--- config.mk ---
export PLATFORM = sky130hd
export DESIGN_NAME = fp_add_prep
export DESIGN_NICKNAME = d
export VERILOG_FILES = /design/src/rtl/fp_add_prep.sv
export SDC_FILE = /design/constraint.sdc
export NUM_CORES = 1
export LEC_CHECK = 0
export CAP_MARGIN = 30
export CELL_PAD_IN_SITES_DETAIL_PLACEMENT = 2
export CELL_PAD_IN_SITES_GLOBAL_PLACEMENT = 2
export CORE_MARGIN = 3
export CORE_UTILIZATION = 30
export CTS_CLUSTER_SIZE = 30
export DETAILED_ROUTE_END_ITERATION = 12
export PLACE_DENSITY = 0.85
export SETUP_SLACK_MARGIN = 0.1
export SYNTH_ARGS = -nofsm -noshare
export SYNTH_HDL_FRONTEND = slang
export SYNTH_SLANG_ARGS = --single-unit
export TNS_END_PERCENT = 5
--- constraint.sdc ---
create_clock -name clk -period 4 [get_ports clk]
set_clock_uncertainty 0.1 [all_clocks]
set_input_delay 0.4 -clock clk [delete_from_list [all_inputs] [get_ports clk]]
set_output_delay 0.4 -clock clk [all_outputs]
set_load 0.02 [all_outputs]
--- src/rtl/fp_add_prep.sv ---
// Two-stage operand preparation for an IEEE-754 single-precision adder:
// stage 1 unpacks and classifies, stage 2 swaps by magnitude and aligns the smaller significand.
module fp_add_prep (
  input  logic        clk,
  input  logic        rst_n,
  input  logic        in_valid,
  output logic        in_ready,
  input  logic [31:0] op1,
  input  logic [31:0] op2,
  output logic        out_valid,
  input  logic        out_ready,
  output logic [7:0]  exp_big,
  output logic [23:0] sig_big,
  output logic [26:0] sig_small,
  output logic        sign_res,
  output logic        eff_sub,
  output logic        special,
  output logic [31:0] special_result
);

  localparam logic [31:0] QNAN = 32'h7FC0_0000;

  function automatic logic is_nan(input logic [31:0] f);
    return (f[30:23] == 8'hFF) && (f[22:0] != 23'h0);
  endfunction

  function automatic logic is_inf(input logic [31:0] f);
    return (f[30:23] == 8'hFF) && (f[22:0] == 23'h0);
  endfunction

  // Zero and denormal operands share the minimum exponent with no hidden bit.
  function automatic logic [7:0] eff_exp(input logic [31:0] f);
    return (f[30:23] == 8'h00) ? 8'h01 : f[30:23];
  endfunction

  function automatic logic [23:0] full_sig(input logic [31:0] f);
    return {(f[30:23] != 8'h00), f[22:0]};
  endfunction

  function automatic logic [26:0] align_sig(input logic [23:0] sig, input logic [7:0] d);
    logic [26:0] ext;
    logic [26:0] mask;
    ext  = {sig, 3'b000};
    mask = ~(27'h7FF_FFFF << d);
    if (d < 8'd27) begin
      return (ext >> d) | {26'h0, |(ext & mask)};
    end else begin
      return {26'h0, |sig};
    end
  endfunction

  logic        s1_valid_r;
  logic        s2_valid_r;
  logic        s1_adv_s;
  logic        s2_adv_s;

  logic        s1_sign1_r, s1_sign2_r, s1_op1_big_r, s1_special_r;
  logic [7:0]  s1_exp1_r, s1_exp2_r;
  logic [23:0] s1_sig1_r, s1_sig2_r;
  logic [31:0] s1_spec_res_r;

  logic        nan_any_s, inf1_s, inf2_s, op1_big_s, spec_s;
  logic [31:0] spec_res_s;

  logic [7:0]  eb_s, es_s, d_s;
  logic [23:0] sb_s, ss_s;
  logic        sgn_s;
  logic [7:0]  nx_exp_big_s;
  logic [23:0] nx_sig_big_s;
  logic [26:0] nx_sig_small_s;
  logic        nx_sign_res_s, nx_eff_sub_s;

  assign s2_adv_s  = !s2_valid_r || out_ready;
  assign s1_adv_s  = !s1_valid_r || s2_adv_s;
  assign in_ready  = s1_adv_s;
  assign out_valid = s2_valid_r;

  // Stage 1 classification; magnitude order compares raw {exp,mant} so ties favour op1.
  always_comb begin
    nan_any_s = is_nan(op1) || is_nan(op2);
    inf1_s    = is_inf(op1);
    inf2_s    = is_inf(op2);
    op1_big_s = (op1[30:0] >= op2[30:0]);
    spec_s    = nan_any_s || inf1_s || inf2_s;
    if (nan_any_s || (inf1_s && inf2_s && (op1[31] != op2[31]))) begin
      spec_res_s = QNAN;
    end else if (inf1_s) begin
      spec_res_s = op1;
    end else if (inf2_s) begin
      spec_res_s = op2;
    end else begin
      spec_res_s = 32'h0;
    end
  end

  // Stage 1 register: unpacked operands and special-case decision.
  always_ff @(posedge clk or negedge rst_n) begin
    if (!rst_n) begin
      s1_valid_r    <= 1'b0;
      s1_sign1_r    <= 1'b0;
      s1_sign2_r    <= 1'b0;
      s1_exp1_r     <= 8'h00;
      s1_exp2_r     <= 8'h00;
      s1_sig1_r     <= 24'h0;
      s1_sig2_r     <= 24'h0;
      s1_op1_big_r  <= 1'b0;
      s1_special_r  <= 1'b0;
      s1_spec_res_r <= 32'h0;
    end else if (s1_adv_s) begin
      s1_valid_r    <= in_valid;
      s1_sign1_r    <= op1[31];
      s1_sign2_r    <= op2[31];
      s1_exp1_r     <= eff_exp(op1);
      s1_exp2_r     <= eff_exp(op2);
      s1_sig1_r     <= full_sig(op1);
      s1_sig2_r     <= full_sig(op2);
      s1_op1_big_r  <= op1_big_s;
      s1_special_r  <= spec_s;
      s1_spec_res_r <= spec_res_s;
    end else begin
      s1_valid_r    <= s1_valid_r;
    end
  end

  // Stage 2 swap and align; special pairs force the arithmetic fields to zero.
  always_comb begin
    eb_s  = 8'h00;
    es_s  = 8'h00;
    sb_s  = 24'h0;
    ss_s  = 24'h0;
    sgn_s = 1'b0;
    if (s1_op1_big_r) begin
      eb_s  = s1_exp1_r;
      es_s  = s1_exp2_r;
      sb_s  = s1_sig1_r;
      ss_s  = s1_sig2_r;
      sgn_s = s1_sign1_r;
    end else begin
      eb_s  = s1_exp2_r;
      es_s  = s1_exp1_r;
      sb_s  = s1_sig2_r;
      ss_s  = s1_sig1_r;
      sgn_s = s1_sign2_r;
    end
    d_s = eb_s - es_s;
    if (s1_special_r) begin
      nx_exp_big_s   = 8'h00;
      nx_sig_big_s   = 24'h0;
      nx_sig_small_s = 27'h0;
      nx_sign_res_s  = 1'b0;
      nx_eff_sub_s   = 1'b0;
    end else begin
      nx_exp_big_s   = eb_s;
      nx_sig_big_s   = sb_s;
      nx_sig_small_s = align_sig(ss_s, d_s);
      nx_sign_res_s  = sgn_s;
      nx_eff_sub_s   = s1_sign1_r ^ s1_sign2_r;
    end
  end

  // Stage 2 register drives the outputs directly and holds them while stalled.
  always_ff @(posedge clk or negedge rst_n) begin
    if (!rst_n) begin
      s2_valid_r     <= 1'b0;
      exp_big        <= 8'h00;
      sig_big        <= 24'h0;
      sig_small      <= 27'h0;
      sign_res       <= 1'b0;
      eff_sub        <= 1'b0;
      special        <= 1'b0;
      special_result <= 32'h0;
    end else if (s2_adv_s) begin
      s2_valid_r     <= s1_valid_r;
      exp_big        <= nx_exp_big_s;
      sig_big        <= nx_sig_big_s;
      sig_small      <= nx_sig_small_s;
      sign_res       <= nx_sign_res_s;
      eff_sub        <= nx_eff_sub_s;
      special        <= s1_special_r;
      special_result <= s1_special_r ? s1_spec_res_r : 32'h0;
    end else begin
      s2_valid_r     <= s2_valid_r;
    end
  end

endmodule

## Word level (Yosys, flattened, before mapping)

Index checks and enable logic that the tools add are counted.

- Bitwise operators: 4
- Reductions and logical operators: 24
- $add $sub $neg: 1
- Equality and inequality tests: 3
- Mux-type cells: 17
- Order comparisons: 2
- Shifts and indexed selects: 2

Operators with widths:

| operator | count |
|---|---|
| 32-bit 2-to-1 mux | 4 |
| 24-bit 2-to-1 mux | 3 |
| 27-bit 2-to-1 mux | 2 |
| 23-bit logical NOT | 2 |
| 23-bit nonzero test | 2 |
| 8-bit 2-to-1 mux | 5 |
| 31-bit greater-or-equal comparator | 1 |
| 27-bit AND | 1 |
| 27-bit NOT | 1 |
| 27-bit by 1-bit OR with 27-bit output | 1 |
| 27-bit OR reduction | 1 |
| 27-bit by 8-bit << shifter with 27-bit output (first input constant) | 1 |
| 27-bit by 8-bit >> shifter with 27-bit output | 1 |
| 24-bit OR reduction | 1 |
| 8-bit equality test (second input constant) | 2 |
| 8-bit logical NOT | 2 |
| 8-bit nonzero test | 2 |
| 8-bit by 5-bit < comparator with 1-bit output (second input constant) | 1 |
| 8-bit subtractor | 1 |
| 1-bit logical AND | 6 |
| 1-bit logical OR | 6 |
| 1-bit 2-to-1 mux | 3 |
| 1-bit logical NOT | 2 |
| 1-bit != test | 1 |
| 1-bit bitwise XOR | 1 |

- Flip-flop bits (word level): 196
- Input port bits: 68
- Logic and storage cells: 71
- Output and inout port bits: 96

## Depth between registers and ports, before layout

Gate-level depths: netlist (run 1).

- Depth after elaboration: 9
- Mapped depth: 19
- Depth with buffers taken out: 12

## Least setup slack after synthesis (run 1)

OpenSTA, ideal clock, no wires.

- Path kind: flip-flop to flip-flop
- Start point: register s1_op1_big_r
- End point: register sig_small[0]
- Arrival time: 3.967 ns
- Stages on the path, launching flop included: 19
- Slack: -0.191 ns
- Buffers on the path: 8
- Required time: 3.776 ns
- Clock period less this slack: 4.191 ns
- Library setup time: 0.124 ns
- Cells stage by stage: dfrtp_1 > buf_6 > buf_6 > buf_6 > clkbuf_1 > buf_2 > buf_2 > mux2i_1 > fa_1 > buf_2 > clkinv_1 > buf_2 > mux2i_1 > mux2i_1 > mux2i_1 > o211ai_1 > a32oi_1 > a31oi_1 > o31a_1

- Cells in the longest elaborated chain, start to end: 9
- Elaborated cells on any way between the ends: 14
- Classes of those cells: 1 x add/sub; 1 x order compare; 2 x shift; 5 x mux; 3 x bitwise; 2 x reduce/logical

Ends and longest elaborated chain:

| element | RTL line | source |
|---|---|---|
| from (decl) | 57 | `logic s1_sign1_r, s1_sign2_r, s1_op1_big_r, s1_special_r;` |
| from (signal assigned) | 117 | `s1_op1_big_r <= op1_big_s;` |
| 8-bit 2-to-1 mux | 132 | `if (s1_op1_big_r) begin` |
| 8-bit subtractor | 145 | `d_s = eb_s - es_s;` |
| 27-bit by 8-bit << shifter with 27-bit output | 44 | `mask = ~(27'h7FF_FFFF << d);` |
| 27-bit NOT | 44 |  |
| 27-bit AND | 46 | `return (ext >> d) \| {26'h0, \|(ext & mask)};` |
| 27-bit OR reduction | 46 |  |
| 27-bit by 1-bit OR with 27-bit output | 46 |  |
| 27-bit 2-to-1 mux * | 45 | `if (d < 8'd27) begin` |
| 27-bit 2-to-1 mux * | 146 | `if (s1_special_r) begin` |
| to (signal assigned) | 176 | `sig_small <= nx_sig_small_s;` |
| to (decl) | 14 | `output logic [26:0] sig_small,` |

Every way passes the cells marked *; elsewhere a longest branch is shown, timed or not.
A chain may end at the register's enable or synchronous reset.

## Worst setup path in the final report (run 1)

- Start point: register s1_op1_big_r
- End point: register sig_small[4]

- Cells in the longest elaborated chain, start to end: 6
- Elaborated cells on any way between the ends: 9
- Classes of those cells: 1 x add/sub; 1 x order compare; 1 x shift; 5 x mux; 1 x bitwise

Ends and longest elaborated chain:

| element | RTL line |
|---|---|
| 8-bit 2-to-1 mux | 132 |
| 8-bit subtractor | 145 |
| 27-bit by 8-bit >> shifter with 27-bit output | 46 |
| 27-bit by 1-bit OR with 27-bit output | 46 |
| 27-bit 2-to-1 mux * | 45 |
| 27-bit 2-to-1 mux * | 146 |

Marks and branches as above.

==> flow_summary_export.csv, run 1 <==
group,metric,value,unit
grt,grt_use_total,0.2052,
floorplan,die_h,195.2,um
layout,drive_above_1_share,0.08552,
layout,nNetsFinal,1428,
floorplan,design.die.area,38120,um^2
power_and_ir_drop,p_clk_frac,0.236,
sta,grt_setup_unrepaired,"false",
worst_setup_path,r2r_end,"sig_small[4]",
flow_run,max_cap_violations,0,
place,place_area,12890,um^2
floorplan,ioPinCount,164,
routing,drt_iter0_drc,474,
synthesis,ys_warn_count,0,
hold_path,min_from,"special_result[9]",
synthesis,synth_nets,1291,
power_and_ir_drop,powerDensity,551.0,nW/um^2
synthesis,synth_area_leaders,"dfrtp_1, nand2_1, mux2i_1",
clock_tree,clk_path_buf_depth,2,
power_and_ir_drop,ir_drop,0.3377,mV
layout,syn_to_final_growth,25.90,%
grt,grt_max_degree,89,
sta,period_needed,3620,ps
synthesis,synth_top_area_frac,0.4566,
place,gp_congestion,0.8916,
grt,grt_antenna_before_repair,0,
grt,first_global_vias,10500,
sta,setup_viol,0,
power_and_ir_drop,power_switching,0.003105,W
routing,finalWirelength,39.29,mm
hold_path,min_to,"special_result[9]",
floorplan,die_w,195.2,um
hold_path,hp-class,"flop to flop",
worst_setup_path,arrival,3910,ps
worst_setup_path,regToRegStartpoint,"s1_op1_big_r",
routing,vias_per_cell,5.352,
hold_path,whs_path_depth,2,
routing,drc,0,
worst_setup_path,r2r_slack,380,ps
routing,ant_nets,0,
outcome,status,"completed",
sta,post-route-period-util,0.9050,
sta,maxSlewViolCount,0,
synthesis,yosys_most_used_dff,"dfrtp_1",
synthesis,ys_seq_area_frac,0.4566,
routing,avgRoutedWirePerCell,21.98,um
worst_setup_path,reg2regPathDepth,13,
synthesis,ys_ff_latch,196,
clock_tree,cts_root_buf,"clkbuf_16",
synthesis,async_flop_share,1.000,
sta,tns,0,ps
worst_setup_path,setup.worst_path.class,"flop to flop",
worst_setup_path,required,4290,ps
power_and_ir_drop,p_leak,6.011,nW
power_and_ir_drop,p_comb_frac,0.450,
clock_tree,clk_latency,450,ps
power_and_ir_drop,switching_share,0.4166,
layout,fillerInstances,3836,
clock_tree,cts.reportedPaths.clkPinSlew,70,ps
floorplan,coreArea,34880,um^2
place,dpl.hpwl,29.64,mm
worst_setup_path,critPathCaptureType,"flop",
clock_tree,h-tree-depth,4,
worst_setup_path,cp_max_fo,10,
power_and_ir_drop,seqPwrFrac,0.314,
place,io_buffers,163,
synthesis,yosys.area.top_type,"dfrtp_1",
sta,hold_viol_final,0,
grt,grt_overflow_total,0,
floorplan,rows,68,
grt,grt_pass1_wl,62.11,mm
synthesis,syn-mean-instance-area,9.073,um^2
routing,num_vias,9569,
layout,insertedDiodeCount,0,
synthesis,synth_edf_count,0,
routing,first_pass_iters,4,
layout,fin_area,13530,um^2
power_and_ir_drop,internal_power,0.004347,W
clock_tree,numClockSinks,196,
sta,max_slew_margin,0.4756,
synthesis,synth_cell_types,65,
sta,fmax,0.2762,GHz
floorplan,initial_core_util,0.3080,
clock_tree,cts_tree,"yes",
synthesis,synthesis.instances,1184,
synthesis,syn_area,10740,um^2
worst_setup_path,cp-start-kind,"flop",
sta,tightest_slew,786.6,ps
clock_tree,numCtsBuffers,17,
repair_timing:
| item | in CTS | in global routing |
|---|---|---|
| resized for setup | 1 | 1 |
| pin swaps | 0 | 0 |
| setup buffers | 0 | 4 |
| hold endpoints to repair | 86 | 0 |
| endpoints found under the setup margin | 2 | 23 |
| hold buffers | 1 | 0 |
critical path: stages, from the launching register on:
cell      delay (ps)
dfrtp_4          530
mux2i_1          220
ha_1             180
inv_1             50
fa_1             480
a211oi_2         360
o211a_1          210
a211oi_1          40
o21ba_2          260
nand2_2          150
buf_4            220
nor4_1           510
a22oi_1          140
nand2_1           90
final cells by class:
cell class | instances | area (um^2) | area share
multi-input cells | 877 | 5421 | 0.4008
flip-flops and latches | 196 | 4908 | 0.3629
repair buffers | 193 | 1901 | 0.1405
well taps | 455 | 569.3 | 0.04209
clock buffers | 22 | 494.2 | 0.03654
inverters | 36 | 136.4 | 0.01008
clock inverters | 9 | 95.09 | 0.007031
synthesized netlist by cell type (6+ instances only):
master	number
a211oi_1	11
a21o_1	6
a21oi_1	30
a22o_1	16
a31oi_1	8
and3_1	25
buf_2	11
clkbuf_1	54
dfrtp_1	196
ha_1	38
inv_1	34
mux2_2	28
mux2i_1	70
nand2_1	270
nand2b_1	6
nand3_1	12
nand4_1	13
nor2_1	69
nor2b_1	6
nor3_1	21
nor4_1	16
o211ai_1	7
o21a_1	12
o21ai_0	130
o31ai_1	6
registers in the layout, summed over array words and instances, names as in the netlist:
register	count
sig_small	27
s1_exp2_r	8
s1_special_r	1
s1_sig2_r	24
sign_res	1
s1_sign1_r	1
exp_big	8
s1_exp1_r	8
s1_valid_r	1
s1_op1_big_r	1
special	1
out_valid	1
special_result	32
s1_spec_res_r	32
s1_sig1_r	24
s1_sign2_r	1
sig_big	24
eff_sub	1
logic make-up after synthesis:
logic type | synth area share
AOI/OAI and AO/OA | 0.1508
xor gates and xnor gates | 0.008152
adders and majority gates | 0.04799
buffers and inverters | 0.04263
DFF | 0.4566
muxes | 0.1072
and+or+nand+nor | 0.1867
power groups by stage:
stage                     Sequential [W]  Clock, W  Combinational [W]
after global routing             0.00237   0.00188            0.00364
after CTS                        0.00235   0.00181            0.00333
after detailed placement         0.00238         0            0.00330
final                            0.00234   0.00176            0.00335
after global placement           0.00237         0            0.00320
after floorplan                  0.00244         0            0.00196
stage by stage:
step                      total power [W]  std cells    util  hold WS (ps)  worst slack, ps
after floorplan                  0.004402       1184       -         4.409            103.9
after global placement           0.005567       1752  0.3694         360.2            358.6
after detailed placement         0.005686       1752  0.3694         376.4            94.76
after CTS                        0.007483       1784  0.3867         392.5            97.20
after global routing             0.007885       1788  0.3877         413.1            147.9
final                            0.007452       1788  0.3877         385.7            379.9
routing by layer:
| layer | vias up | wire [um] | track usage |
|---|---|---|---|
| li1 | 4421 | - | - |
| met3 | 32 | 1422 | 0.03157 |
| met4 | 0 | 806 | 0.05466 |
| met2 | 199 | 18710 | 0.3372 |
| met1 | 4917 | 18350 | 0.2837 |
| met5 | - | 0 | 0 |
placed cells by master (no fill, tap or decap), types with 5 or more instances in the layout:
cell             instances
o21a_1                  12
a31oi_1                  8
clkbuf_8                 6
nand2_1                270
o31ai_1                  6
nand2b_1                 6
nand4_1                 13
nor3_1                  21
a211oi_1                 9
a21oi_1                 30
nor2_1                  69
a22o_1                  16
o211ai_1                 7
inv_1                   34
nor4_1                  16
and3_1                  25
mux2_2                  28
a21o_1                   6
dfrtp_1                195
o22ai_1                  5
clkdlybuf4s50_1        162
buf_4                   26
nor2b_1                  5
ha_1                    38
nand3_1                 12
clkbuf_16               17
mux2i_1                 70
or3_1                    5
o21ai_0                130
worst max path at each step:
stage                 startpoint            end  slack (ps)  cells past startpoint
global placement    s1_op1_big_r   sig_small[4]         360                     13
detailed placement  s1_op1_big_r  sig_small[12]          90                     13
CTS                 s1_op1_big_r  sig_small[20]         100                     13
global route        s1_op1_big_r  sig_small[25]         150                     13
floorplan           s1_op1_big_r   sig_small[5]         100                     17
finish              s1_op1_big_r   sig_small[4]         380                     13
(Power assumes the default switching activity.)
==> run 2: changes to the inputs <==
==> constraint.sdc (replaced) <==
create_clock -name clk -period 4 [get_ports clk]
set_clock_uncertainty 0.1 [all_clocks]
set_input_delay 0.4 -clock clk [delete_from_list [all_inputs] [get_ports clk]]
set_output_delay 0.4 -clock clk [all_outputs]
set_load 0.05 [all_outputs]
==> run 2 against run 1 <==
Sequential power is essentially flat. Wire length is 3.0% higher. Clock-buffer cell count is 4 lower. Setup slack worse by 190 ps. Clock power increased by 6%. Hold slack worse by 8.1 ps. Via count is 0.27% higher. Sequential cell count stayed put. Critical endpoint is now sig_small[0]. Highest routed layer unchanged.
==> flow_summary_export.csv, run 2 (synthesis gave the netlist of run 1 again) <==
group,metric,value,unit
floorplan,die_h,195.2,um
clock_tree,numCtsBuffers,17,
sta,fmax,0.2625,GHz
worst_setup_path,cp-start-kind,"flop",
floorplan,design.die.area,38120,um^2
worst_setup_path,cp_max_fo,26,
worst_setup_path,arrival,4050,ps
sta,setup_viol,0,
place,post-place-ws,99.60,ps
layout,final_common_cell,"nand2_1",
clock_tree,clk_latency,460,ps
hold_path,hp-class,"flop to flop",
routing,ant_nets,0,
worst_setup_path,setup.worst_path.class,"flop to flop",
routing,avgRoutedWirePerCell,22.63,um
power_and_ir_drop,ir_drop,0.3058,mV
flow_run,max_cap_violations,0,
grt,grt_pass1_wl,63.65,mm
grt,grt_antenna_before_repair,0,
place,place_area,12880,um^2
sta,grt_setup_unrepaired,"false",
place,gp_congestion,0.8855,
clock_tree,cts_root_buf,"clkbuf_16",
floorplan,ioPinCount,164,
grt,grt_max_degree,151,
place,io_buffers,163,
sta,fin_ws,190.7,ps
routing,vias_per_cell,5.366,
clock_tree,numClockSinks,196,
worst_setup_path,required,4240,ps
sta,tightest_slew,931.6,ps
floorplan,die_w,195.2,um
routing,first_pass_iters,4,
routing,finalWirelength,40.47,mm
sta,max_slew_margin,0.3758,
routing,drt_iter0_drc,561,
routing,drc,0,
clock_tree,cts.reportedPaths.clkPinSlew,80,ps
sta,post-route-period-util,0.9523,
clock_tree,clk_path_buf_depth,2,
grt,grt_overflow_total,0,
sta,tns,0,ps
layout,drive_above_1_share,0.08927,
sta,maxSlewViolCount,0,
clock_tree,h-tree-depth,4,
layout,insertedDiodeCount,0,
sta,hold_ws,377.6,ps
floorplan,coreArea,34880,um^2
grt,first_global_vias,10630,
sta,hold_viol_final,0,
worst_setup_path,critPathCaptureType,"flop",
sta,period_needed,3809,ps
clock_tree,cts_tree,"yes",
layout,nNetsFinal,1428,
worst_setup_path,r2r_slack,190,ps
routing,num_vias,9595,
layout,final_cell_mix,"nand2_1, dfrtp_1, clkdlybuf4s50_1, o21ai_0, mux2i_1",
layout,reg_top3,"s1_spec_res_r x32, special_result x32, sig_small x27",
outcome,status,"completed",
floorplan,rows,68,
power_and_ir_drop,powerDensity,578.8,nW/um^2
layout,fin_area,13580,um^2
power_and_ir_drop,p_leak,6.028,nW
layout,syn_to_final_growth,26.38,%
place,dpl.hpwl,29.25,mm
grt,grt_use_total,0.2113,
floorplan,initial_core_util,0.3080,
==> run 2: cell types whose count changed in the layout (fill, tap and decap cells not counted), moves of 2 or more <==
cell        change
a211oi_1        -2
a211oi_2        +2
clkbuf_8        -5
inv_8           +2
bufinv_16       +2
clkinvlp_4      -2
==> run 2: where the power goes <==
part / total (W) / internal (W) / switching, W
sequential: 0.00235 / 0.00217 / 0.000181
clock: 0.00187 / 0.00101 / 0.000864
combinational: 0.00364 / 0.00124 / 0.00240
total: 0.00786 / 0.00441 / 0.00345
==> run 2: final timing paths <==
path	depth (start not counted)	endpoint	start
worst min-delay path	2	special_result[25]	special_result[25]
worst max register to register	12	sig_small[0]	s1_op1_big_r
max in group asynchronous	3	s1_exp1_r[3]	rst_n
worst max-delay path	12	sig_small[0]	s1_op1_big_r
worst min register to register	2	special_result[25]	special_result[25]
min in group asynchronous	2	special_result[11]	rst_n
==> run 2: critical path: stages, from the launching register on <==
cell,delay [ps]
dfrtp_4,530
mux2_2,390
ha_1,210
inv_1,110
fa_1,510
buf_4,280
nor2_1,190
o22ai_1,120
a222oi_1,360
a31oi_1,170
a221oi_2,260
nand4_1,160
o31a_1,300
==> run 2: layer usage <==
metal | wire length (um) | GRT usage
met1 | 19050 | 0.2889
met2 | 19660 | 0.3560
met3 | 1058 | 0.02743
met4 | 699 | 0.05387
met5 | 0 | 0
==> run 2: layout make-up <==
type                    count  area [um^2]
clock buffers              18        429.2
clock inverters            13        191.4
fillers                  3827        21310
inverters                  36        136.4
multi-input cells         877         5444
flip-flops and latches    196         4908
well taps                 455        569.3
repair buffers            193         1898
==> run 2: what timing repair did <==
action / 4_1_cts / 5_1_grt
endpoints found under the setup margin: 5 / 23
resized for setup: 1 / 6
hold buffers: 1 / 0
endpoints found under the hold margin: 40 / 0
setup buffers: 0 / 5
==> run 2: through the flow <==
| step | cells | power, W | util |
|---|---|---|---|
| 6_report | 1788 | 0.007859 | 0.3892 |
| 5_1_grt | 1788 | 0.008308 | 0.3892 |
| 4_1_cts | 1783 | 0.007848 | 0.3873 |
| 3_5_place_dp | 1751 | 0.005916 | 0.3691 |
| 3_3_place_gp | 1751 | 0.005818 | 0.3691 |
| 2_1_floorplan | 1184 | 0.004651 | - |
